[src/rtl/uart_tx_arbiter.sv]
// uart_tx_arbiter
//
// Round-robin arbiter and sequencer that gives N_REQ byte requesters shared
// access to the UART TX register file. For each granted byte it writes the TX
// data register, raises the start bit in the control register for exactly one
// cycle, then polls the status register until the transmission completes or
// the poll budget runs out. This block is the only master of the reg_file
// write/read port.
//
// Ports:
//   clk        system clock, rising edge
//   rst        asynchronous active-low reset
//   req_valid  per-requester "byte available", held until req_ready
//   req_data   per-requester byte, requester k at [8k+7:8k]
//   req_ready  one-cycle pulse: byte of requester k accepted
//   req_done   one-cycle pulse: byte of requester k transmitted
//   req_err    one-cycle pulse: byte of requester k aborted on poll timeout
//   wr_en      reg_file write enable
//   wr_addr    0 = control register, 1 = TX data register
//   wr_data    reg_file write data
//   rd_en      reg_file read enable
//   rd_addr    1 = status register ({6'b0, done, busy})
//   rd_data    reg_file read data, valid the cycle after rd_en
//   active_id  index of the current grant, 0 when idle
//   arb_busy   high whenever the sequencer is not idle
//
// Every output is a flop, so there is no combinational input-to-output path.

module uart_tx_arbiter #(
    parameter int          N_REQ        = 2,
    parameter logic [7:0]  CTRL_START   = 8'h01,
    parameter int          POLL_TIMEOUT = 1023,
    localparam int         ID_W         = (N_REQ > 1) ? $clog2(N_REQ) : 1
) (
    input  logic                 clk,
    input  logic                 rst,
    input  logic [N_REQ-1:0]     req_valid,
    input  logic [8*N_REQ-1:0]   req_data,
    output logic [N_REQ-1:0]     req_ready,
    output logic [N_REQ-1:0]     req_done,
    output logic [N_REQ-1:0]     req_err,
    output logic                 wr_en,
    output logic                 wr_addr,
    output logic [7:0]           wr_data,
    output logic                 rd_en,
    output logic                 rd_addr,
    input  logic [7:0]           rd_data,
    output logic [ID_W-1:0]      active_id,
    output logic                 arb_busy
);

    typedef enum logic [3:0] {
        IDLE,
        GRANT,
        WR_DATA,
        WR_CTRL,
        CLR_CTRL,
        RD_STAT,
        WAIT_STAT,
        CHK_STAT,
        DONE,
        ERR
    } state_t;

    localparam logic [15:0] POLL_LIMIT = 16'(POLL_TIMEOUT);

    state_t          state;
    logic [ID_W-1:0] last_grant;
    logic [ID_W-1:0] cur_id;
    logic [7:0]      cur_byte;
    logic [15:0]     poll_cnt;
    logic            seen_busy;

    // Only the done/busy bits of the status register carry meaning.
    logic rd_unused;
    assign rd_unused = ^rd_data[7:2];

    // Unpack the flat request bus into one byte per requester.
    logic [7:0] req_bytes [N_REQ];
    for (genvar k = 0; k < N_REQ; k++) begin : g_unpack
        assign req_bytes[k] = req_data[8*k +: 8];
    end

    // Rotating-priority search: first valid requester after last_grant,
    // wrapping modulo N_REQ, so last_grant itself has lowest priority.
    logic [ID_W-1:0] pick_id;
    logic [ID_W-1:0] cand;
    logic            pick_found;

    always_comb begin
        // NOTE: every combinational output gets a default before any branch,
        // otherwise a path that skips the assignment infers a latch.
        pick_found = 1'b0;
        pick_id    = '0;
        cand       = '0;
        for (int off = 1; off <= N_REQ; off++) begin
            cand = ID_W'((int'(last_grant) + off) % N_REQ);
            if (!pick_found && req_valid[cand]) begin
                pick_found = 1'b1;
                pick_id    = cand;
            end
        end
    end

    // Status bits as sampled in CHK_STAT.
    logic stat_busy;
    logic stat_done;
    logic complete;
    assign stat_busy = rd_data[0];
    assign stat_done = rd_data[1];
    // Completion is either an explicit done, or busy falling after it was
    // seen high on an earlier poll of this byte.
    assign complete  = stat_done || (seen_busy && !stat_busy);

    always_ff @(posedge clk or negedge rst) begin
        if (!rst) begin
            state      <= IDLE;
            last_grant <= ID_W'(N_REQ - 1);
            cur_id     <= '0;
            cur_byte   <= '0;
            poll_cnt   <= '0;
            seen_busy  <= 1'b0;
            req_ready  <= '0;
            req_done   <= '0;
            req_err    <= '0;
            wr_en      <= 1'b0;
            wr_addr    <= 1'b0;
            wr_data    <= '0;
            rd_en      <= 1'b0;
            rd_addr    <= 1'b0;
            active_id  <= '0;
            arb_busy   <= 1'b0;
        end else begin
            // NOTE: state and outputs are flops, so all assignments here are
            // non-blocking; later assignments in the same cycle win, which is
            // how the pulse defaults below get overridden per state.
            req_ready <= '0;
            req_done  <= '0;
            req_err   <= '0;
            wr_en     <= 1'b0;
            wr_addr   <= 1'b0;
            wr_data   <= '0;
            rd_en     <= 1'b0;
            rd_addr   <= 1'b0;

            // Each branch loads the outputs that belong to the state being
            // entered, so outputs line up with the registered state.
            case (state)
                IDLE: begin
                    if (pick_found) begin
                        state              <= GRANT;
                        cur_id             <= pick_id;
                        cur_byte           <= req_bytes[pick_id];
                        poll_cnt           <= '0;
                        seen_busy          <= 1'b0;
                        req_ready[pick_id] <= 1'b1;
                        active_id          <= pick_id;
                        arb_busy           <= 1'b1;
                    end
                end

                GRANT: begin
                    state   <= WR_DATA;
                    wr_en   <= 1'b1;
                    wr_addr <= 1'b1;
                    wr_data <= cur_byte;
                end

                WR_DATA: begin
                    state   <= WR_CTRL;
                    wr_en   <= 1'b1;
                    wr_addr <= 1'b0;
                    wr_data <= CTRL_START;
                end

                // Clearing control right after setting it makes start a
                // single-cycle level seen by the transmitter.
                WR_CTRL: begin
                    state   <= CLR_CTRL;
                    wr_en   <= 1'b1;
                    wr_addr <= 1'b0;
                    wr_data <= 8'h00;
                end

                CLR_CTRL: begin
                    state   <= RD_STAT;
                    rd_en   <= 1'b1;
                    rd_addr <= 1'b1;
                end

                RD_STAT: begin
                    state <= WAIT_STAT;
                end

                // reg_file read data is registered; this cycle absorbs it.
                WAIT_STAT: begin
                    state <= CHK_STAT;
                end

                CHK_STAT: begin
                    if (stat_busy) begin
                        seen_busy <= 1'b1;
                    end
                    if (complete) begin
                        state            <= DONE;
                        req_done[cur_id] <= 1'b1;
                    end else if (poll_cnt == POLL_LIMIT) begin
                        state           <= ERR;
                        req_err[cur_id] <= 1'b1;
                    end else begin
                        state    <= RD_STAT;
                        poll_cnt <= poll_cnt + 16'd1;
                        rd_en    <= 1'b1;
                        rd_addr  <= 1'b1;
                    end
                end

                DONE, ERR: begin
                    state      <= IDLE;
                    last_grant <= cur_id;
                    active_id  <= '0;
                    arb_busy   <= 1'b0;
                end

                default: begin
                    state     <= IDLE;
                    active_id <= '0;
                    arb_busy  <= 1'b0;
                end
            endcase
        end
    end

endmodule

[config.mk]
export PLATFORM = sky130hd
export DESIGN_NAME = uart_tx_arbiter
export DESIGN_NICKNAME = d
export VERILOG_FILES = /design/src/rtl/uart_tx_arbiter.sv
export SDC_FILE = /design/constraint.sdc
export NUM_CORES = 1
export LEC_CHECK = 0
export BUFFER_PORTS_ARGS = -buffer_cell sky130_fd_sc_hd__buf_2
export CORE_ASPECT_RATIO = 1.4
export CORE_MARGIN = 1
export CORE_UTILIZATION = 25
export CTS_BUF_LIST = sky130_fd_sc_hd__clkbuf_16
export CTS_CLUSTER_SIZE = 40
export DETAILED_ROUTE_END_ITERATION = 8
export PLACE_DENSITY = 0.49
export SLEW_MARGIN = 40
export SYNTH_ARGS = -nofsm -noshare
export SYNTH_HDL_FRONTEND = slang
export SYNTH_SLANG_ARGS = --single-unit
[constraint.sdc]
create_clock -name clk -period 2 [get_ports clk]
set_clock_uncertainty 0.2 [all_clocks]
set_input_delay 0.4 -clock clk [delete_from_list [all_inputs] [get_ports clk]]
set_output_delay 0.4 -clock clk [all_outputs]
set_load 0.005 [all_outputs]
; After elaboration in Yosys (flattened, before gate mapping)
; Index checks and enable logic that the tools add are counted.
[word_totals]
regBits = 50
latch_bits = 0
ram_bits = 0
mem_bits_ro = 0
inputBits = 28
out_inout_bits = 20
wordCells = 100
memories = 0
[op_classes]
addsub = 3
n_mul = 0
div_mod_pow = 0
magnitude_cmp = 7
n_eq_ne = 14
shift = 0
mux = 43
bitwise_logic = 2
n_reduce_logical = 16
[ops]
columns = cell, n
row1 = $mux W16, 3
row2 = $pmux W16 S2, 1
row3 = $pmux W4 S8, 1
row4 = $mux W8, 3
row5 = $mux W1, 18
row6 = $add A16 B1 Y16 const B, 1
row7 = $eq A16 B10 Y1 const B, 1
row8 = $eq A4 B3 Y1 const B, 4
row9 = $pmux W8 S2, 1
row10 = $mux W2, 7
row11 = $mux W4, 3
row12 = $eq A4 B2 Y1 const B, 2
row13 = $eq A4 B4 Y1 const B, 2
row14 = $lt A1 B2 Y1 const B, 4
row15 = $ne A2 B2 Y1 const B, 4
row16 = $pmux W1 S2, 4
row17 = $reduce_or A7 Y1, 1
row18 = $eq A4 B1 Y1 const B, 1
row19 = $logic_and A1 B1 Y1, 4
row20 = $logic_not A4 Y1, 1
row21 = $reduce_and A2 Y1, 2
row22 = $reduce_and A4 Y1, 1
row23 = $reduce_and A3 Y1, 1
row24 = $reduce_or A3 Y1, 1
row25 = other kinds (10), 14

; Logic depth before layout (Yosys ltp)
; Gate-level depths: netlist of run 1.
[depth]
ltp_word = 13
mapped_depth = 6
mapped_depth_nobuf = 5

; Least setup slack after synthesis of run 1
; No wires, ideal clock.
[synth_timing]
kind = reg2reg
start = reg poll_cnt[0]
end = reg poll_cnt[13]
setup_time_ns = 0.079
t_arrival_ns = 1.732
required_time_ns = 1.721
slack_ns = -0.012
path_stages_with_launch = 7
path_buffers = 1
period_less_slack_ns = 2.012
path_cell_list = dfrtp_1 ha_1 and4_1 and4_1 buf_2 nor4_1 mux2i_1
[synth_between]
elab_chain_len = 4
elab_cells_between_ends = 7
classes_between = add/sub: 1 / eq/ne: 2 / mux: 3 / reduce/logical: 1
[synth_rtl]
columns = item, line
row1 = start: declaration, 71  ; logic [15:0] poll_cnt;
row2 = start signal: assignment, 212  ; poll_cnt <= poll_cnt + 16'd1;
row3 = $add A16 B1 Y16, 212
row4 = $mux W16, 207  ; end else if (poll_cnt == POLL_LIMIT) begin
row5 = $mux W16, 204  ; if (complete) begin
row6 = $pmux W16 S2, 148  ; case (state)
; Parallel ways exist; a longest one is shown, timed or not. The select of a mux whose other input is x is not followed.
; A chain may end at the register's enable or synchronous reset.

; Worst setup path after layout of run 1
[layout_timing]
start = reg poll_cnt[1]
end = reg poll_cnt[5]
; The elaborated chain is that of the path after synthesis.

==> impl_metrics.tcl, run 1 <==
set metrics [dict create \
    power_mw 3.346 \
    layout-drive-gt1-share_pct 33.45 \
    grt_pass1_vias 1861 \
    synth_edf_count 0 \
    end_kind "flop" \
    rows 41 \
    slew_headroom_pct 71.54 \
    port_buffers 41 \
    peakVddDrop_v 0.0006085 \
    post_drt_wl_per_cell_microns 13.96 \
    netlist_area_sq_um 2336 \
    cp_num_buf_inv 0 \
    worst_pin_slew_ns 0.4270 \
    num-nets-final 309 \
    wl_met2_microns 2729 \
    core-area_sq_um 9029 \
    rsz0062_at_grt "false" \
    syn_nets 244 \
    wl_met3_microns 194 \
    yosysWarnings 0 \
    layout_common_cells "48 x dfrtp_1, 41 x buf_2, 28 x buf_4" \
    regToRegEndpoint "poll_cnt[5]" \
    hpwlAfterDp_microns 4001 \
    min_period_ns 1.895 \
    worstSkewPairLatency_ns 0.30 \
    clk_pin_slew_ns 0.07 \
    maxCapViolCount 0 \
    postSynthCellCount 215 \
    post-route-util_pct 33.40 \
    seq_area_frac_synth_pct 53.62 \
    setup_violations 0 \
    worstRegToRegCells 5 \
    grt_max_degree 30 \
    fill_cells 944 \
    clockRootBuffer "clkbuf_16" \
    hold_viol 0 \
    firstDrtPassIters 4 \
    arrival_ns 1.91 \
    cp_cell_sequence "ha_2 -> and4_4 -> and4_4 -> or4_1 -> a21oi_1" \
    io_pins 48 \
    register_area_sq_um 1254 \
    powerDensity_nw_per_um2 1110 \
    start_util_pct 25.87 \
    startpoint "poll_cnt[1]" \
    ys_async_sr_fraction_pct 100.0 \
    tns_ns 0 \
    finalWorstSetupSlack_ns 0.1051 \
    worst-path-stages 5 \
    cts_made_buffers 5 \
    die_w_microns 83.70 \
    crit_type "reg -> reg" \
    hold_slack_ns 0.09605 \
    drc_errors 0 \
    design_area_sq_um 3015 \
    slowest_delay_ns 0.51 \
    grt_overflow_total 0 \
    vias 1887 \
    grt.total_usage_pct 11.89 \
    die_h_microns 116.4 \
    hold_path_class "in -> reg" \
    multi_input_area_sq_um 998.5 \
    dp.cells 378 \
    placed_area_sq_um 2818 \
    status "completed" \
    route.top_layer_used "met4" \
    r2r_setup_slack_ns 0.11 \
    ys_ff_latch 50 \
    critPathCapture "poll_cnt[5]" \
    syn_to_final_growth_pct 29.08 \
    synth.distinct_cells 45 \
    avgViaCountPerCell 4.863 \
    antenna_found_initial 0 \
    dp_slack_ns -0.1139 \
    wl_microns 5418 \
    cpMostUsedCell "and4_4" \
    final_common_cell "dfrtp_1" \
    synthFlopType "dfrtp_1" \
    antennaDiodeCount 0 \
    cts_max_level 2 \
    cts.sinks 50 \
    slew_violations 0 \
    drt_iter0_markers 86 \
    m1WireLength_microns 2396 \
    worstSetupStartpointType "flop" \
    fmax_ghz 0.5277 \
    clock_path_buffers 2 \
    syn_area_per_cell_sq_um 10.87 \
    path_max_fanout 13 \
    die_area_sq_um 9740 \
    instances_no_fill 388 \
    cp_top_family "simple AND/OR/NAND/NOR gates" \
    crit_slowest_cell "or4_1" \
    grt_pass1_wl_microns 9025 \
    period_share_pct 94.75 \
    p_leak_nw 1.438 \
    ant_nets 0 \
    r2r-start "poll_cnt[1]" \
    gp_congestion 0.8308 \
    cts_tree "built" \
    required_ns 2.02 \
]
[how the worst min path moves through the flow]
| stage | from | cells after the start | slack (ns) | endpoint |
|---|---|---|---|---|
| after floorplan | rst | 0 | -0.1 | active_id |
| after global placement | rst | 1 | 0.17 | poll_cnt[12] |
| after detailed placement | rst | 1 | 0.17 | poll_cnt[12] |
| after CTS | req_data[6] | 2 | 0.09 | cur_byte[6] |
| after global routing | req_data[3] | 2 | 0.09 | cur_byte[3] |
| final | req_data[6] | 2 | 0.1 | cur_byte[6] |
[area by class of cell]
cell class	count	share of cell area, %
multi-input combinational	145	33.11
clock inverter	3	0.8299
clock buffer	5	4.149
tap	107	4.440
sequential	50	41.58
inverter	6	0.7469
timing repair buffer	72	15.15
[synthesized netlist by cell type (all sizes together) (7+ instances only)]
cell type / number / area (sq um)
or4: 7 / 52.55
and2: 12 / 75.07
nand3: 8 / 40.04
dfrtp: 49 / 1226
a22o: 9 / 78.83
nand2: 11 / 41.29
a21o: 9 / 67.56
nor3: 8 / 40.04
nor2: 8 / 37.54
o31ai: 9 / 67.56
a21oi: 12 / 60.06
nand2b: 8 / 50.05
mux2i: 7 / 70.07
buf: 11 / 76.32
[registers in the layout, indices dropped and copies added, names as in the netlist]
signal and count:
wr_data 8, last_grant 1, rd_addr 1, poll_cnt 16
seen_busy 1, req_done 2, arb_busy 1, cur_byte 8
wr_en 1, wr_addr 1, req_ready 2, state 4
req_err 2, active_id 1, cur_id 1
[layer usage]
| metal | up-vias | global-route usage, % |
|---|---|---|
| met1 | 924 | 14.22 |
| met4 | 0 | 5.198 |
| met5 | - | 0 |
| li1 | 921 | - |
| met2 | 35 | 20.54 |
| met3 | 7 | 2.756 |
[power breakdown]
group | leakage (nW) | switching (mW) | total (mW) | internal, mW
Sequential | 0.659 | 0.150 | 1.43 | 1.28
Clock | 0.0704 | 0.395 | 0.865 | 0.471
Combinational | 0.708 | 0.515 | 1.05 | 0.538
Total | 1.44 | 1.06 | 3.35 | 2.29
[cells by family after synthesis]
kind of cell	synth area share, %
simple gates	23.73
flops	53.62
compound gates	13.93
buf+inv	4.713
mux	3.482
fa+ha+maj	0.5355
[timing repair]
item / CTS / global route
setup buffers: 0 / 2
gates cloned: 0 / 0
endpoints found under the setup margin: 11 / 12
hold buffers: 1 / 0
resized for setup: 3 / 7
pin swaps: 1 / 5
hold endpoints to repair: 14 / 0
[worst register-to-register path: cells and delay by family, from the launching register on]
family | cells | cell delay (ns)
and+or+nand+nor | 3 | 0.90
DFF | 1 | 0.38
adders and majority gates | 1 | 0.20
AOI/OAI and AO/OA | 1 | 0.15
No activity file was read; power rests on OpenSTA's default activity.
==> inputs of run 2 (changes only) <==
--- a/config.mk
+++ b/config.mk
@@ -12,7 +12,6 @@
 export CTS_BUF_LIST = sky130_fd_sc_hd__clkbuf_16
 export CTS_CLUSTER_SIZE = 40
 export DETAILED_ROUTE_END_ITERATION = 8
-export PLACE_DENSITY = 0.49
 export SLEW_MARGIN = 40
 export SYNTH_ARGS = -nofsm -noshare
 export SYNTH_HDL_FRONTEND = slang
==> impl_metrics.tcl, run 2 (same netlist as run 1, synthesis figures left out) <==
set metrics [dict create \
    powerDensity_nw_per_um2 1132 \
    period_share_pct 99.12 \
    register_area_sq_um 1256 \
    final_common_cell "dfrtp_1" \
    ant_nets 0 \
    regToRegEndpoint "poll_cnt[12]" \
    clockRootBuffer "clkbuf_16" \
    io_pins 48 \
    fill_cells 947 \
    gp_congestion 0.7469 \
    p_int_mw 2.401 \
    hold_path_depth 2 \
    drc_errors 0 \
    antenna_found_initial 0 \
    grt_overflow_total 0 \
    startpoint "poll_cnt[1]" \
    crit_type "reg -> reg" \
    layout_common_cells "46 x dfrtp_1, 41 x buf_2, 23 x buf_4" \
    grt.total_usage_pct 11.36 \
    worstSetupStartpointType "flop" \
    combinationalPowerShare_pct 30.0 \
    tns_ns 0 \
    cts_max_level 2 \
    regMostFlops "poll_cnt" \
    clk_pin_slew_ns 0.07 \
    path_max_fanout 7 \
    busiest_layer "met2" \
    multi_input_area_sq_um 1013 \
    status "completed" \
    layout-drive-gt1-share_pct 34.53 \
    avgViaCountPerCell 4.836 \
    power_mw 3.444 \
    core-area_sq_um 9029 \
    syn_to_final_growth_pct 30.21 \
    post_drt_wl_per_cell_microns 13.58 \
    crit_slowest_cell "or4_4" \
    grt_pass1_wl_microns 8756 \
    largest_reg_flops 16 \
    maxCapViolCount 0 \
    hold_slack_ns 0.1017 \
    fmax_ghz 0.5045 \
    top_regs "poll_cnt (16), cur_byte (8), wr_data (8)" \
    rows 41 \
    setup_violations 0 \
    cp_cell_sequence "ha_2 -> and4_4 -> buf_6 -> nand4_4 -> or4_4 -> a21oi_2" \
    slowest_delay_ns 0.56 \
    switching_share_pct 30.28 \
    cts.sinks 50 \
    firstDrtPassIters 4 \
    finalWorstSetupSlack_ns 0.01766 \
    die_area_sq_um 9740 \
    die_w_microns 83.70 \
    clock_path_buffers 2 \
    p_sw_mw 1.043 \
    hpwlAfterDp_microns 3721 \
    met3_usage_pct 2.473 \
    slew_headroom_pct 73.28 \
    wl_microns 5227 \
    num-nets-final 306 \
    vias 1862 \
    r2r_setup_slack_ns 0.02 \
    critPathCapture "poll_cnt[12]" \
    end_kind "flop" \
    worst_pin_slew_ns 0.4008 \
    drt_iter0_markers 82 \
    grt_max_degree 51 \
    dp_slack_ns -0.09648 \
    hold_viol 0 \
    grt_util_met2_pct 19.73 \
    arrival_ns 2.01 \
    slew_violations 0 \
    min_period_ns 1.982 \
    hold_path_class "in -> reg" \
    p_seq_share_pct 42.0 \
    clock_power_share_pct 28.0 \
    worstSkewPairLatency_ns 0.29 \
    p_leak_nw 1.437 \
    start_util_pct 25.87 \
    antennaDiodeCount 0 \
    cts_tree "built" \
    worstRegToRegCells 6 \
    globalRouteMet1Util_pct 13.43 \
    port_buffers 41 \
    rsz0062_at_grt "true" \
    cts_made_buffers 5 \
    r2r-start "poll_cnt[1]" \
    peakVddDrop_v 0.0006945 \
    die_h_microns 116.4 \
    required_ns 2.02 \
    grt_pass1_vias 1894 \
]
run 2: per-layer routing:
| metal | up-vias | share of wire (%) |
|---|---|---|
| met3 | 12 | 3.3 |
| met5 | - | 0 |
| met2 | 34 | 52 |
| met1 | 910 | 43 |
| li1 | 906 | - |
| met4 | 0 | 2.2 |
run 2: worst min path at each step:
stage | startpoint | end
global placement | rst | poll_cnt[8]
detailed placement | rst | poll_cnt[6]
global route | req_data[6] | cur_byte[6]
CTS | req_data[7] | cur_byte[7]
floorplan | rst | active_id
finish | req_data[4] | cur_byte[4]
run 2: layout make-up:
type	count	share of cell area, %
clock inverters	3	1.316
multi-input cells	145	33.32
clock buffers	5	4.114
well taps	107	4.401
repair buffers	69	14.81
inverters	6	0.7404
flip-flops and latches	50	41.30
run 2: what timing repair did:
item                                    4_1_cts  5_1_grt
pin swaps                                     1        4
endpoints found under the setup margin       11       23
resized for setup                             3       13
buffers inserted                              0        1
hold buffers                                  1        0
endpoints found under the hold margin        49        0
run 2: critical path, delay by kind of cell (launching register included):
| kind | cells | cell delay, ns |
|---|---|---|
| compound gates | 1 | 0.13 |
| buf+inv | 1 | 0.10 |
| simple gates | 3 | 0.90 |
| flops | 1 | 0.36 |
| fa+ha+maj | 1 | 0.21 |
run 2: power by group through the flow:
stage	Combinational (mW)	Sequential (mW)	Clock [mW]
after floorplan	0.691	1.40	0
after global placement	0.995	1.45	0
after detailed placement	1.01	1.46	0
after CTS	1.03	1.45	0.995
after global routing	1.16	1.48	1.03
final	1.03	1.45	0.964
run 2: through the flow:
stage / cells / instance area [sq um] / util (%)
finish: 385 / 3042 / 33.69
global route: 385 / 3042 / 33.69
CTS: 384 / 2994 / 33.16
detailed placement: 375 / 2808 / 31.10
global placement: 375 / 2808 / 31.10
floorplan: 215 / 2336 / -
==> inputs of run 3 (changes only) <==
--- a/config.mk
+++ b/config.mk
@@ -5,6 +5,7 @@
 export SDC_FILE = /design/constraint.sdc
 export NUM_CORES = 1
 export LEC_CHECK = 0
+export ABC_AREA = 1
 export BUFFER_PORTS_ARGS = -buffer_cell sky130_fd_sc_hd__buf_2
 export CORE_ASPECT_RATIO = 1.4
 export CORE_MARGIN = 1
==> impl_metrics.tcl, run 3 <==
set metrics [dict create \
    regMostFlops "poll_cnt" \
    grt_pass1_wl_microns 9777 \
    yosysWarnings 0 \
    grt.total_usage_pct 11.78 \
    ys_async_sr_fraction_pct 100.0 \
    maxCapViolCount 0 \
    cts_tree "built" \
    r2r-start "poll_cnt[1]" \
    netlist_area_sq_um 2451 \
    start_util_pct 25.77 \
    die_area_sq_um 10210 \
    whs_endpoint "seen_busy" \
    antenna_found_initial 0 \
    regToRegEndpoint "rd_addr" \
    num-nets-final 385 \
    synth_edf_count 0 \
    synth.most_common_cell "nand2_1" \
    antennaDiodeCount 0 \
    worstSetupStartpointType "flop" \
    required_ns 1.95 \
    slew_violations 0 \
    crit_slowest_cell "dfrtp_1" \
    hold_path_class "in -> reg" \
    synthTopCellsByCount "106 x nand2_1, 49 x dfrtp_1, 49 x nor2_1" \
    status "completed" \
    die_w_microns 85.69 \
    largest_reg_flops 16 \
    worst_pin_slew_ns 0.4806 \
    layout_common_cells "106 x nand2_1, 49 x nor2_1, 49 x dfrtp_1" \
    syn_area_per_cell_sq_um 8.036 \
    arrival_ns 1.75 \
    slowest_delay_ns 0.40 \
    io_pins 48 \
    gp_congestion 0.8507 \
    firstDrtPassIters 4 \
    rsz0062_at_grt "false" \
    hp-start "rd_data[0]" \
    wl_microns 5474 \
    drt_iter0_markers 88 \
    dp_slack_ns 0.1917 \
    layout-drive-gt1-share_pct 19.33 \
    hpwlAfterDp_microns 4100 \
    finalWorstSetupSlack_ns 0.1984 \
    post_drt_wl_per_cell_microns 11.19 \
    cts_max_level 2 \
    top_regs "poll_cnt (16), cur_byte (8), wr_data (8)" \
    register_area_sq_um 1252 \
    crit_type "reg -> reg" \
    synth.top_cell.area_share_pct 50.03 \
    cp_cell_sequence "ha_1 -> nand3_2 -> nor2_1 -> nand2_2 -> nand2_2 -> nand2_4 -> nand2_8 -> o21ai_0" \
    peakVddDrop_v 0.0005398 \
    slew_headroom_pct 67.92 \
    power_mw 3.528 \
    cpMostUsedCell "nand2_2" \
    port_buffers 41 \
    clockRootBuffer "clkbuf_16" \
    post_cts_buffers 0 \
    core-area_sq_um 9512 \
    powerDensity_nw_per_um2 1169 \
    end_kind "flop" \
    seq_area_frac_synth_pct 51.10 \
    final_common_cell "nand2_1" \
    hold_slack_ns 0.1332 \
    grt_overflow_total 0 \
    worstSkewPairLatency_ns 0.29 \
    ant_nets 0 \
    synth_area_leaders "dfrtp_1 50%, nand2_1 16%, nor2_1 7.5%" \
    synth.distinct_cells 29 \
    tns_ns 0 \
    clk_pin_slew_ns 0.07 \
    multi_input_area_sq_um 1051 \
    worstRegToRegCells 8 \
    clock_path_buffers 2 \
    instances_no_fill 489 \
    postSynthCellCount 305 \
    rows 42 \
    cts.sinks 50 \
    period_share_pct 90.08 \
    fmax_ghz 0.5551 \
    cts_made_buffers 5 \
    hold_path_depth 3 \
    r2r_setup_slack_ns 0.20 \
    grt_pass1_vias 2155 \
    avgViaCountPerCell 4.299 \
    vias 2102 \
    fill_cells 1022 \
    syn_nets 334 \
    drc_errors 0 \
    setup_violations 0 \
    syn_to_final_growth_pct 23.12 \
    grt_max_degree 31 \
    yosysTopAreaCell "dfrtp_1" \
    die_h_microns 119.2 \
    dp.cells 480 \
    ys_ff_latch 50 \
    synthFlopType "dfrtp_1" \
    path_max_fanout 17 \
    min_period_ns 1.802 \
    hold_viol 0 \
    p_leak_nw 1.522 \
]
[run 3: cell types whose count changed after synthesis, sizes merged, moves of 8 or more]
cell | previous run | this run
nor2 | 8 | 51
inv | 6 | 29
o31ai | 9 | 0
and2 | 12 | 0
nand2b | 8 | 0
nand2 | 11 | 114
a22o | 9 | 0
a21o | 9 | 0
[run 3: how the worst max path moves through the flow]
| stage | from | end | slack (ns) | cells after the start |
|---|---|---|---|---|
| 6_report | poll_cnt[1] | rd_addr | 0.20 | 8 |
| 2_1_floorplan | poll_cnt[0] | poll_cnt[13] | 0.26 | 10 |
| 3_5_place_dp | poll_cnt[1] | rd_addr | 0.19 | 8 |
| 3_3_place_gp | poll_cnt[1] | rd_addr | 0.21 | 8 |
| 5_1_grt | poll_cnt[1] | rd_addr | 0.04 | 8 |
| 4_1_cts | poll_cnt[1] | rd_addr | 0.18 | 8 |
[run 3: metrics by stage]
stage	instance area [sq um]	utilization [%]
floorplan	2451	-
global placement	2838	29.83
detailed placement	2838	29.83
CTS	3018	31.73
global route	3018	31.73
finish	3018	31.73
[run 3: layer usage]
| layer | GRT usage [%] | share of wire (%) | up-vias |
|---|---|---|---|
| met1 | 13.84 | 44 | 967 |
| met4 | 4.792 | 2.9 | 0 |
| met3 | 1.871 | 4.5 | 18 |
| met2 | 21.05 | 49 | 65 |
| met5 | 0 | 0 | - |
| li1 | - | - | 1052 |
[run 3: what timing repair did]
item                                    in CTS  in global routing
endpoints found under the hold margin       49                  0
hold buffers                                 1                  0
endpoints found under the setup margin       0                  0
gates resized for setup                      0                  0
[run 3: kinds of logic (layout without fill, tap and decap cells)]
group / count (synthesis) / after routing / share of synthesized area [%]
AO/OA/AOI/OAI: 23 / 23 / 6.075
XOR/XNOR: 7 / 7 / 2.501
adder cells (fa/ha/maj): 1 / 1 / 0.5104
buffers and inverters: 35 / 87 / 6.024
flip-flops: 50 / 50 / 51.10
AND/OR/NAND/NOR: 189 / 189 / 33.79
[run 3: worst max-delay path, delay by kind of cell (launching register included)]
family	cells	cell delay [ns]
simple gates	6	0.71
compound gates	1	0.08
fa+ha+maj	1	0.26
flops	1	0.40
[run 3: cell type report]
class,instances,area share [%]
inverter,31,3.939
tap,132,5.473
clock inverter,3,1.493
timing repair buffer,48,8.624
multi-input combinational,220,34.83
sequential,50,41.50
clock buffer,5,4.146
[run 3: where the power goes]
part | internal (mW) | switching [mW]
logic | 0.394 | 0.748
clock network | 0.590 | 0.381
registers | 1.28 | 0.140
